[src/rtl/match_pkg.sv]
// Shared types and constants for the match streak detector.
// Holds the FSM state encoding and the mismatch counter ceiling.
package match_pkg;

    typedef enum logic [1:0] {
        IDLE   = 2'd0,
        TRACK  = 2'd1,
        LOCKED = 2'd2
    } state_t;

    localparam logic [7:0] MISMATCH_MAX = 8'd255;

    function automatic logic [7:0] sat_inc8(input logic [7:0] v);
        return (v == MISMATCH_MAX) ? v : v + 8'd1;
    endfunction

endpackage

[src/rtl/eq2.sv]
// Two-bit equality comparator.
// eq_o is high only when every bit of a_i matches b_i.
module eq2 (
    input  logic [1:0] a_i,
    input  logic [1:0] b_i,
    output logic       eq_o
);

    assign eq_o = (a_i == b_i);

endmodule

[src/rtl/match_streak_detector.sv]
// Counts consecutive equal a/b samples, locks after LOCK_COUNT of them,
// and keeps a saturating tally of unequal samples.
module match_streak_detector
    import match_pkg::*;
#(
    parameter int unsigned LOCK_COUNT = 4,
    parameter int unsigned CNT_W      = 4
) (
    input  logic             clk,
    input  logic             reset_n,
    input  logic             in_valid,
    input  logic [1:0]       a,
    input  logic [1:0]       b,
    input  logic             clear,
    output logic             out_valid,
    output logic             match,
    output logic             lock,
    output logic [CNT_W-1:0] streak,
    output logic [7:0]       mismatch_cnt
);

    localparam logic [CNT_W-1:0] STREAK_MAX = '1;
    localparam logic [CNT_W-1:0] STREAK_ONE = CNT_W'(1);
    localparam logic [CNT_W-1:0] LOCK_VAL   = CNT_W'(LOCK_COUNT);

    state_t           state_q, state_d;
    logic [CNT_W-1:0] streak_q, streak_d;
    logic [7:0]       mm_q, mm_d;
    logic             match_q, match_d;
    logic             valid_q, valid_d;
    logic             lock_q, lock_d;
    logic             eq_w;

    eq2 u_eq (
        .a_i  (a),
        .b_i  (b),
        .eq_o (eq_w)
    );

    always_ff @(posedge clk or negedge reset_n) begin
        if (!reset_n) begin
            state_q  <= IDLE;
            streak_q <= '0;
            mm_q     <= '0;
            match_q  <= 1'b0;
            valid_q  <= 1'b0;
            lock_q   <= 1'b0;
        end else begin
            state_q  <= state_d;
            streak_q <= streak_d;
            mm_q     <= mm_d;
            match_q  <= match_d;
            valid_q  <= valid_d;
            lock_q   <= lock_d;
        end
    end

    always_comb begin
        state_d  = state_q;
        streak_d = streak_q;
        mm_d     = mm_q;
        match_d  = match_q;
        valid_d  = 1'b0;
        lock_d   = lock_q;
        if (clear) begin
            // clear wins over a same-cycle sample, which is dropped
            state_d  = IDLE;
            streak_d = '0;
            mm_d     = '0;
            match_d  = 1'b0;
            lock_d   = 1'b0;
        end else if (in_valid) begin
            valid_d = 1'b1;
            match_d = eq_w;
            if (!eq_w) begin
                state_d  = IDLE;
                streak_d = '0;
                mm_d     = sat_inc8(mm_q);
            end else begin
                unique case (state_q)
                    IDLE: begin
                        streak_d = STREAK_ONE;
                        state_d  = (LOCK_COUNT == 1) ? LOCKED : TRACK;
                    end
                    TRACK: begin
                        streak_d = streak_q + STREAK_ONE;
                        if (streak_d == LOCK_VAL) begin
                            state_d = LOCKED;
                        end
                    end
                    LOCKED: begin
                        if (streak_q != STREAK_MAX) begin
                            streak_d = streak_q + STREAK_ONE;
                        end
                    end
                    default: begin
                        state_d  = IDLE;
                        streak_d = '0;
                    end
                endcase
            end
            lock_d = (state_d == LOCKED);
        end
    end

    assign out_valid    = valid_q;
    assign match        = match_q;
    assign lock         = lock_q;
    assign streak       = streak_q;
    assign mismatch_cnt = mm_q;

endmodule

[config.mk]
export PLATFORM = sky130hd
export DESIGN_NAME = match_streak_detector
export DESIGN_NICKNAME = d
export VERILOG_FILES = /design/src/rtl/match_pkg.sv /design/src/rtl/eq2.sv /design/src/rtl/match_streak_detector.sv
export SDC_FILE = /design/constraint.sdc
export NUM_CORES = 1
export LEC_CHECK = 0
export BUFFER_PORTS_ARGS = -buffer_cell sky130_fd_sc_hd__clkbuf_2
export CAP_MARGIN = 15
export CORE_UTILIZATION = 48
export DETAILED_ROUTE_END_ITERATION = 10
export GPL_TIMING_DRIVEN = 0
export MAX_ROUTING_LAYER = met4
export PLACE_DENSITY = 0.72
export SYNTH_ARGS = -nofsm -noshare
export SYNTH_HDL_FRONTEND = slang
export SYNTH_SLANG_ARGS = --single-unit
export TNS_END_PERCENT = 20
[constraint.sdc]
create_clock -name clk -period 4.35 [get_ports clk]
set_input_delay 0.435 -clock clk [delete_from_list [all_inputs] [get_ports clk]]
set_output_delay 0.435 -clock clk [all_outputs]
set_load 0.01 [all_outputs]
==> metrics.csv <==
metric,value,unit
status,"finished, final reports clean",
die_h,47.5,um
netlist_top_cells_area,"dfrtp_1, ha_1, o31ai_1",
worst-path-buf-inv,1,
post-route-min-period,1.84,ns
critPathMaxStageDelay,0.43,ns
grt_pass1_vias,755,
stdcell_area,1160,um2
rsz0062_at_grt,no,
worstMarginPinSlew,0.589,ns
gp_congestion,0.809,
finalSetupViolations,0,
skew,0.00537,ns
hold_violations,0,
cp-start-kind,register,
end_kind,register,
worst-r2r-cell-count,5,
vias,868,
p_total,0.306,mW
grt_max_degree,18,
crit_family,flip-flops,
fp.dieW,47.5,um
crit_fanout,10,
cts_hold_buf,0,
required,4.54,ns
postCtsSetupBuffers,0,
dpl_cell_area,1140,um2
nNetsFinal,143,
fp.coreArea,1960,um2
vdd_drop_max,0.000195,V
multi_input_area,528,um2
diodes,0,
synth_warnings,0,
htreeDepth,1,
synth-seq-cells,17,
most-common-layout-cells,"clkbuf_2, dfrtp_1, inv_1, a21oi_1",
cts_resized,0,
route.detailed.drc,0,
regToRegSetupSlack,2.51,ns
clock_path_buffers,2,
ys_seq_area_share,42.8,%
hpwl,1540,um
totalNegativeSetupSlack,0,ns
crit_slowest_cell,dfrtp_1,
syn_nets,116,
cts_buffers,3,
fmax,0.543,GHz
drtAntennaViolNets,0,
start_util,50.6,%
synth_top_area_share,42.8,%
drt-total-wl,2080,um
root_buffer,clkbuf_4,
drt_iter0_drc,7,
maxSlewHeadroom,60.3,%
synth_area,993,um2
drtPass1Iterations,4,
avgRoutedWirePerCell,13.4,um
cts_tree,yes,
final_common_cell,clkbuf_2,
p_per_area,263,nW/um2
drive_gt1_share,24.2,%
cts.sinks,17,
insertion_delay,0.29,ns
hold_path_class,input port to asynchronous set/reset pin,
leakage,0.572,nW
rr_startpoint,mismatch_cnt[0],
grt_overflow_total,0,
register_area,425,um2
worstPathArrival,2.03,ns
pre_cts_slack,2.38,ns
critical_path_class,register to register,
grtUsageTotal,21.3,%
setup_ws,2.51,ns
min_period_over_period,42.3,%
portBuffers,22,
synth_cell_types,34,
drv_cap,0,
final_util,59.3,%
clkTransAtPathRegs,0.10,ns
reg2reg_to,mismatch_cnt[5],
avgSynthCellArea,9.74,um2
row_count,16,
slew_violations,0,
via_per_inst,5.60,
ioPinCount,23,
crit_chain,"ha_1, a41o_1, buf_2, nor4_2, mux2_1",
area_delta_synth_final,17.1,%
grt_pass1_wl,3180,um
postSynthCellCount,102,
die_area,2260,um2
antenna_found_initial,0,
fill_cells,207,
synth_largest_area_cell,dfrtp_1,
==> how the worst max path moves through the flow <==
stage / end / slack, ns / startpoint / cells past startpoint
finish: mismatch_cnt[5] / 2.51 / mismatch_cnt[0] / 5
detailed placement: mismatch_cnt[5] / 2.38 / clear / 6
global placement: mismatch_cnt[5] / 2.39 / clear / 6
floorplan: mismatch_cnt[5] / 2.64 / mismatch_cnt[0] / 5
CTS: mismatch_cnt[5] / 2.48 / mismatch_cnt[0] / 5
global route: mismatch_cnt[5] / 2.42 / mismatch_cnt[0] / 5
==> through the flow <==
stage,hold slack (ns),instances
6_report,0.0597,155
5_1_grt,0.0803,155
4_1_cts,0.0756,155
3_5_place_dp,0.398,151
3_3_place_gp,0.400,151
2_1_floorplan,0.139,102
==> state kept, by name (all words and copies together), names as in the netlist <==
signal / count
lock: 1
match: 1
mismatch_cnt: 8
out_valid: 1
state_q: 2
streak: 4
==> Yosys cell counts <==
cell,number
and4_1,2
a22o_1,1
a21oi_1,7
or4_1,6
nand2_1,6
nor2b_1,4
nor3_2,1
nor3_1,1
and3_1,1
o21a_1,1
ha_1,6
and3b_1,1
a41o_1,1
nor2_1,4
mux2_1,1
o211ai_1,2
a21o_1,1
o41ai_1,1
o31ai_1,6
o21ai_0,6
nor3b_1,2
mux2_2,1
nand2b_1,1
or3b_2,1
nor4_2,1
xor2_1,2
mux2i_1,1
inv_1,7
nor4_1,1
and2_1,1
dfrtp_1,17
buf_2,2
nand3_1,5
clkbuf_1,1
==> per-layer routing <==
metal	wire length (um)	share of wire, %	vias up	GRT usage, %
met2	1040	50	16	35.9
met1	962	46	420	25.1
met4	24	1.2	0	8.57
li1	-	-	428	-
met5	0	0	-	-
met3	51	2.5	4	3.40
==> final cells by class <==
class	count	share of cell area [%]
multi-input combinational	75	45.4
sequential	17	36.6
timing repair buffer	22	9.46
tap	27	2.90
clock buffer	4	2.26
inverter	7	2.26
buffer	3	1.18
==> power by group <==
| group | total, mW | leakage, nW | switching [mW] | internal, mW |
|---|---|---|---|---|
| logic | 0.0479 | 0.323 | 0.0293 | 0.0185 |
| clock network | 0.0856 | 0.0150 | 0.0499 | 0.0357 |
| registers | 0.172 | 0.233 | 0.00795 | 0.164 |
| total | 0.306 | 0.572 | 0.0872 | 0.219 |
==> cells by family (layout without fill, tap and decap cells) <==
group | Yosys count | after routing | synth area share, %
and+or+nand+nor | 38 | 38 | 23.7
AOI/OAI and AO/OA | 26 | 26 | 16.9
adders and majority gates | 6 | 6 | 7.56
DFF | 17 | 17 | 42.8
buffers and inverters | 10 | 36 | 4.03
muxes | 3 | 3 | 3.27
xor gates and xnor gates | 2 | 2 | 1.76
No activity file was read; power rests on OpenSTA's default activity.
